[src/rtl/ldo_pkg.sv]
// Shared definitions for the LDO handover datapath.
//   NSEG / CW     : default segment count per DLDO bank and count width
//   state_t       : slewer FSM states
//   cnt_to_therm_n: binary count -> active-low thermometer (bit 0 first ON)
package ldo_pkg;

   localparam int unsigned NSEG = 64;
   localparam int unsigned CW   = 7;

   typedef enum logic {
      IDLE = 1'b0,
      SLEW = 1'b1
   } state_t;

   function automatic logic [NSEG-1:0] cnt_to_therm_n(input logic [CW-1:0] cnt);
      logic [NSEG-1:0] t;
      for (int unsigned i = 0; i < NSEG; i++) begin
         t[i] = (CW'(i) >= cnt);
      end
      return t;
   endfunction

endpackage

[src/rtl/seg_bank_slew.sv]
// One DLDO bank: holds the current and latched target segment counts and the
// registered active-low thermometer enable bus, and performs one step per
// strobe toward the target.
//   clk, rst : clock, synchronous active-high reset
//   ld       : latch ld_tgt (saturated to NSEG) as the new target
//   ld_tgt   : raw target count
//   step     : step strobe from the shared divider
//   hold_up  : some bank still has to turn segments off; suppress increments
//   en_n     : segment enables, 0 = ON
//   dn_req   : this bank has segments to turn off
//   ld_clip  : ld_tgt exceeds NSEG
//   ld_eq    : saturated ld_tgt equals the current count
//   nxt_eq   : count after this cycle's step equals the current target
module seg_bank_slew
   import ldo_pkg::*;
#(
   parameter int unsigned NSEG = ldo_pkg::NSEG,
   parameter int unsigned CW   = ldo_pkg::CW
) (
   input  logic            clk,
   input  logic            rst,
   input  logic            ld,
   input  logic [CW-1:0]   ld_tgt,
   input  logic            step,
   input  logic            hold_up,
   output logic [NSEG-1:0] en_n,
   output logic            dn_req,
   output logic            ld_clip,
   output logic            ld_eq,
   output logic            nxt_eq
);

   localparam logic [CW-1:0] NSEG_C = CW'(NSEG);

   logic [CW-1:0] cur;
   logic [CW-1:0] tgt;
   logic [CW-1:0] tgt_sat;
   logic [CW-1:0] cur_nxt;
   logic          up_req;

   assign ld_clip = (ld_tgt > NSEG_C);
   assign tgt_sat = ld_clip ? NSEG_C : ld_tgt;
   assign ld_eq   = (tgt_sat == cur);

   // tgt never exceeds NSEG, so the compares also bound cur to [0, NSEG]
   assign dn_req  = (cur > tgt);
   assign up_req  = (cur < tgt);

   always_comb begin
      cur_nxt = cur;
      if (step && dn_req) begin
         cur_nxt = cur - CW'(1);
      end else if (step && up_req && !hold_up) begin
         cur_nxt = cur + CW'(1);
      end
   end

   assign nxt_eq = (cur_nxt == tgt);

   always_ff @(posedge clk) begin
      if (rst) begin
         cur  <= '0;
         tgt  <= '0;
         en_n <= '1;
      end else begin
         cur  <= cur_nxt;
         en_n <= cnt_to_therm_n(cur_nxt);
         if (ld) begin
            tgt <= tgt_sat;
         end
      end
   end

endmodule

[src/rtl/dldo_seg_slewer.sv]
// Slews the two DLDO segment enable buses toward latched per-bank targets,
// one segment per programmable tick, turning segments off in every bank
// before any bank is allowed to turn segments on.
//   clk, rst        : clock, synchronous active-high reset
//   i_div           : tick period minus 1 (clk cycles), sampled on reload
//   i_tgt0/1_cnt    : per-bank target count of ON segments
//   i_tgt_valid     : target update strobe; o_tgt_ready = ~i_freeze
//   i_freeze        : hold all slewing state
//   o_dldo0/1_en_n  : active-low thermometer enables
//   o_busy          : slewing in progress
//   o_settled       : one-cycle pulse when outputs reach the targets
//   o_clip          : one-cycle pulse when an accepted target exceeded NSEG
module dldo_seg_slewer
   import ldo_pkg::*;
#(
   parameter int unsigned NSEG  = ldo_pkg::NSEG,
   parameter int unsigned CW    = ldo_pkg::CW,
   parameter int unsigned DIV_W = 8
) (
   input  logic             clk,
   input  logic             rst,
   input  logic [DIV_W-1:0] i_div,
   input  logic [CW-1:0]    i_tgt0_cnt,
   input  logic [CW-1:0]    i_tgt1_cnt,
   input  logic             i_tgt_valid,
   output logic             o_tgt_ready,
   input  logic             i_freeze,
   output logic [NSEG-1:0]  o_dldo0_en_n,
   output logic [NSEG-1:0]  o_dldo1_en_n,
   output logic             o_busy,
   output logic             o_settled,
   output logic             o_clip
);

   state_t           state, state_nxt;
   logic [DIV_W-1:0] div_cnt, div_nxt;
   logic             settled_nxt;
   logic             clip_nxt;
   logic             accept;
   logic             step;
   logic             hold_up;
   logic             dn0, dn1;
   logic             clip0, clip1;
   logic             ld_eq0, ld_eq1;
   logic             nxt_eq0, nxt_eq1;

   assign o_tgt_ready = ~i_freeze;
   assign accept      = i_tgt_valid & o_tgt_ready;
   assign step        = (state == SLEW) && !i_freeze && (div_cnt == '0);
   assign hold_up     = dn0 | dn1;
   assign o_busy      = (state == SLEW);

   seg_bank_slew #(.NSEG(NSEG), .CW(CW)) u_bank0 (
      .clk     (clk),
      .rst     (rst),
      .ld      (accept),
      .ld_tgt  (i_tgt0_cnt),
      .step    (step),
      .hold_up (hold_up),
      .en_n    (o_dldo0_en_n),
      .dn_req  (dn0),
      .ld_clip (clip0),
      .ld_eq   (ld_eq0),
      .nxt_eq  (nxt_eq0)
   );

   seg_bank_slew #(.NSEG(NSEG), .CW(CW)) u_bank1 (
      .clk     (clk),
      .rst     (rst),
      .ld      (accept),
      .ld_tgt  (i_tgt1_cnt),
      .step    (step),
      .hold_up (hold_up),
      .en_n    (o_dldo1_en_n),
      .dn_req  (dn1),
      .ld_clip (clip1),
      .ld_eq   (ld_eq1),
      .nxt_eq  (nxt_eq1)
   );

   always_comb begin
      state_nxt   = state;
      div_nxt     = div_cnt;
      settled_nxt = 1'b0;
      clip_nxt    = accept & (clip0 | clip1);
      unique case (state)
         IDLE: begin
            if (accept) begin
               if (!(ld_eq0 && ld_eq1)) begin
                  state_nxt = SLEW;
                  div_nxt   = i_div;
               end else begin
                  settled_nxt = 1'b1;
               end
            end
         end
         SLEW: begin
            if (!i_freeze) begin
               div_nxt = (div_cnt == '0) ? i_div : div_cnt - DIV_W'(1);
               // nxt_eq compares against the target being replaced on an
               // accept edge, so the exit check waits for the new target.
               if (!accept && nxt_eq0 && nxt_eq1) begin
                  state_nxt   = IDLE;
                  settled_nxt = 1'b1;
               end
            end
         end
      endcase
   end

   always_ff @(posedge clk) begin
      if (rst) begin
         state     <= IDLE;
         div_cnt   <= '0;
         o_settled <= 1'b0;
         o_clip    <= 1'b0;
      end else begin
         state     <= state_nxt;
         div_cnt   <= div_nxt;
         o_settled <= settled_nxt;
         o_clip    <= clip_nxt;
      end
   end

endmodule

[config.mk]
export PLATFORM = sky130hd
export DESIGN_NAME = dldo_seg_slewer
export DESIGN_NICKNAME = d
export VERILOG_FILES = /design/src/rtl/ldo_pkg.sv /design/src/rtl/seg_bank_slew.sv /design/src/rtl/dldo_seg_slewer.sv
export SDC_FILE = /design/constraint.sdc
export NUM_CORES = 1
export LEC_CHECK = 0
export CAP_MARGIN = 20
export CELL_PAD_IN_SITES_DETAIL_PLACEMENT = 0
export CELL_PAD_IN_SITES_GLOBAL_PLACEMENT = 1
export CORE_ASPECT_RATIO = 1.25
export CORE_UTILIZATION = 35
export CTS_BUF_LIST = sky130_fd_sc_hd__clkbuf_4 sky130_fd_sc_hd__clkbuf_8 sky130_fd_sc_hd__clkbuf_16
export DETAILED_ROUTE_END_ITERATION = 10
export PLACE_DENSITY_LB_ADDON = 0.1
export SLEW_MARGIN = 20
export SYNTH_ARGS = -nofsm -noshare
export SYNTH_HDL_FRONTEND = slang
export SYNTH_HIERARCHICAL = 1
export SYNTH_SLANG_ARGS = --single-unit
[constraint.sdc]
create_clock -name clk -period 3.9 [get_ports clk]
set_clock_uncertainty 0.05 [all_clocks]
set_input_delay 0.39 -clock clk [delete_from_list [all_inputs] [get_ports clk]]
set_output_delay 0.39 -clock clk [all_outputs]
set_load 0.01 [all_outputs]
==> results by group <==
Outcome
  – Status: completed

Drt
  – Iteration-0 DRC Markers: 322
  – Final wirelength: 22670 µm
  – Total vias in the final route: 6426
  – Drt first pass iters: 7
  – Avg WL per Cell: 18.66 µm
  – Via density: 5.289
  – Wire length on met1: 9540 µm
  – Met3 Wirelength: 905 µm
  – Number of routed nets with antenna violations: 0
  – Drt drc: 0
  – Highest Signal Layer: met4
  – DR WL met2: 11830 µm

Yosys
  – Sequential fraction of the synthesis area: 47.18%
  – Post-Syn Nets: 780
  – Mapped Area: 7086 µm²
  – Number of enable flip-flop cells after synthesis: 0
  – FFs w/ async S/R, synth: 0%
  – Synth top area share: 47.18%
  – Syn avg cell area: 9.653 µm²
  – Synth Flop Type: dfxtp_1
  – Post-Synthesis Cells: 734
  – Largest cells by area after synthesis: dfxtp_1 (47%), a21oi_1 (4.2%), o21ai_0 (4.2%)
  – Area leader, netlist: dfxtp_1
  – Warnings, synthesis: 6
  – Synth unique cells: 71
  – Synth Register Bits: 167

Critical path
  – Critical Path Source Type: register
  – Worst path cell trace: inv_1 > ha_2 > a21oi_2 > o21ai_2 > nor2_2 > nor2_1 > or2_4 > nand4b_1 > or3_1 > a211o_1 > and3_1 > xnor2_1 > nor4_2 > and4_1 > nand4b_1 > nand2_1 > a21oi_1
  – Worst r2r dst: o_busy$_SDFF_PP0_
  – Worst R2R Path Depth: 17
  – Required @ worst endpoint: 4.17 ns
  – Critical path's top delay family: simple AND/OR/NAND/NOR gates
  – Crit path max fanout: 8
  – Reg2reg start: u_bank0/tgt[6]$_SDFFE_PP0P_
  – Worst Setup End Kind: register
  – CP Class: register to register
  – Crit path buf inv count: 1
  – CP dominant cell by count: nand4b_1
  – CP max stage delay: 0.38 ns
  – Crit path DAT: 3.94 ns
  – Slowest stage cell, crit path: or3_1
  – R2r setup slk: 0.22 ns

Final layout
  – Fillcell total: 1785
  – Nets: 983
  – Multi-input logic area: 3520 µm²
  – Post-Route Utilization: 51.00%
  – FF+latch area: 3348 µm²
  – Area grow syn2layout: 41.18%
  – Number of diodes: 0
  – Commonest non-fill, non-tap cell in the layout: dfxtp_1
  – Share of layout cells above drive strength 1: 17.37%
  – Commonest cells after routing, fill and taps aside: dfxtp_1 (163), clkdlybuf4s50_1 (156), buf_4 (63)

Worst hold path
  – Hold Path Class: input pin to register
  – Worst hold stages: 2
  – Hold path endpoint: o_clip$_SDFF_PP0_
  – HP Start: rst

Global route
  – Largest net degree at the start of global routing: 25
  – First-pass GRT wire length: 35360 µm
  – Vias in the first global route: 6324
  – Overall routing resource usage: 22.23%
  – GRT Residual Overflow: 0
  – Initial antenna violation count: 0

Pwr
  – Combinational power share: 17.6%
  – Pwr Density: 426.0 nW/µm²
  – Leak: 3.796 nW
  – Clock share of power: 39.6%
  – Switching Share: 29.63%
  – Psw: 1.263 mW
  – Flop pwr share: 42.8%
  – Pint: 2.999 mW
  – Max VDD drop: 0.2999 mV

Floorplan
  – Initial Util: 36.13%
  – Full die area: 20820 µm²
  – Num ports: 158
  – Die width: 129.3 µm
  – CORE AREA: 19610 µm²
  – Die Span Y: 161.1 µm
  – Row count: 57

CTS
  – Worst skew pair latency: 0.43 ns
  – CTS max path bufs: 2
  – Clk sink count: 167
  – CTS tree: done
  – H-Tree Level Count: 4
  – CTS buffer count: 17
  – Reg clk slew, reported paths: 0.07 ns
  – CTS root buffer: clkbuf_16

Place
  – PortBufs: 157
  – Gpl congestion: 0.8752
  – HPWL Detailed: 17070 µm

Run
  – Max Cap Viol: 0

STA
  – Final Slew Violations: 0
  – Worst slew pin tran: 0.7797 ns
  – Final Setup Violations: 0
  – Final period util: 94.30%
  – Crit path time final: 3.678 ns
  – Slew margin rel.: 48.02%
  – F_max: 0.2719 GHz
  – Setup TNS Final: 0 ns
  – WHS: 0.4020 ns
  – Final hold vios: 0
-- layout make-up --
type / count / share of cell area (%)
inverter: 43 / 1.614
multi-input combinational: 488 / 35.18
tap: 265 / 3.315
clock inverter: 15 / 1.776
timing repair buffer: 220 / 20.39
sequential: 167 / 33.47
clock buffer: 17 / 4.253
-- worst reg2reg max path: stages, from the launching register on --
cell and delay [ns]:
dfxtp_1 0.34, inv_1 0.05, ha_2 0.30, a21oi_2 0.19, o21ai_2 0.09, nor2_2 0.14
nor2_1 0.07, or2_4 0.26, nand4b_1 0.23, or3_1 0.38, a211o_1 0.31, and3_1 0.21
xnor2_1 0.14, nor4_2 0.26, and4_1 0.27, nand4b_1 0.13, nand2_1 0.09, a21oi_1 0.05
-- cell usage after synthesis (all sizes together), types with 8 or more instances --
library cell,number
a211o,8
a21oi,63
a31oi,11
buf,21
clkbuf,15
dfxtp,167
ha,20
inv,41
nand2,31
nand3,24
nor2,41
nor2b,8
nor3,12
o211ai,8
o21ai,93
o221ai,18
o22ai,11
or3,10
xnor2,14
-- cells by family (layout without fill, tap and decap cells) --
family | Yosys count | in the layout | synth area share [%]
xor gates and xnor gates | 18 | 18 | 3.744
AOI/OAI and AO/OA | 254 | 254 | 23.91
muxes | 5 | 5 | 0.7064
DFF | 167 | 167 | 47.18
buffers and inverters | 79 | 295 | 4.838
adders and majority gates | 20 | 20 | 3.532
and+or+nand+nor | 191 | 191 | 16.09
-- per-layer routing --
layer | track usage (%) | vias up
li1 | - | 3119
met1 | 26.22 | 3118
met2 | 39.52 | 164
met3 | 4.704 | 25
met4 | 7.273 | 0
met5 | 0 | -
-- per-stage QoR --
step,cells,setup slack (ns),power [mW],cell area (µm²)
after floorplan,734,0.1405,2.247,7086
after global placement,1182,0.1058,2.581,9268
after detailed placement,1182,0.06157,2.582,9268
after CTS,1214,0.03464,4.287,9873
after global routing,1215,-0.01119,4.454,10000
final,1215,0.2223,4.261,10000
-- power by group through the flow --
| stage | Sequential (mW) | Combinational, mW | Clock (mW) |
|---|---|---|---|
| 2_1_floorplan | 1.90 | 0.351 | 0 |
| 3_3_place_gp | 1.86 | 0.719 | 0 |
| 3_5_place_dp | 1.86 | 0.718 | 0 |
| 4_1_cts | 1.82 | 0.723 | 1.74 |
| 5_1_grt | 1.83 | 0.806 | 1.82 |
| 6_report | 1.82 | 0.749 | 1.69 |
-- state kept, by name, summed over array words and instances (netlist names) --
signal        count
u_bank1/en_n     64
u_bank1/cur       7
o_clip            1
div_cnt           8
u_bank0/tgt       7
o_busy            1
u_bank0/en_n     64
u_bank0/cur       7
u_bank1/tgt       7
o_settled         1
-- worst max-delay path by stage --
| stage | end | cells after the start | slack, ns | start |
|---|---|---|---|---|
| floorplan | o_busy$_SDFF_PP0_ | 18 | 0.14 | u_bank1/cur[4]$_SDFF_PP0_ |
| detailed placement | o_busy$_SDFF_PP0_ | 16 | 0.06 | u_bank1/tgt[2]$_SDFFE_PP0P_ |
| global placement | o_busy$_SDFF_PP0_ | 16 | 0.11 | u_bank1/tgt[2]$_SDFFE_PP0P_ |
| CTS | o_busy$_SDFF_PP0_ | 16 | 0.03 | u_bank1/tgt[2]$_SDFFE_PP0P_ |
| finish | o_busy$_SDFF_PP0_ | 17 | 0.22 | u_bank0/tgt[6]$_SDFFE_PP0P_ |
| global route | o_busy$_SDFF_PP0_ | 17 | -0.01 | u_bank1/tgt[5]$_SDFFE_PP0P_ |
-- what timing repair did --
item                                    4_1_cts  5_1_grt
endpoints found under the hold margin         0        0
buffers inserted                              0        1
pin swaps                                     0        8
resized for setup                             1       22
endpoints found under the setup margin        2       32
hold buffers                                  0        0
No activity file was read; power rests on OpenSTA's default activity.
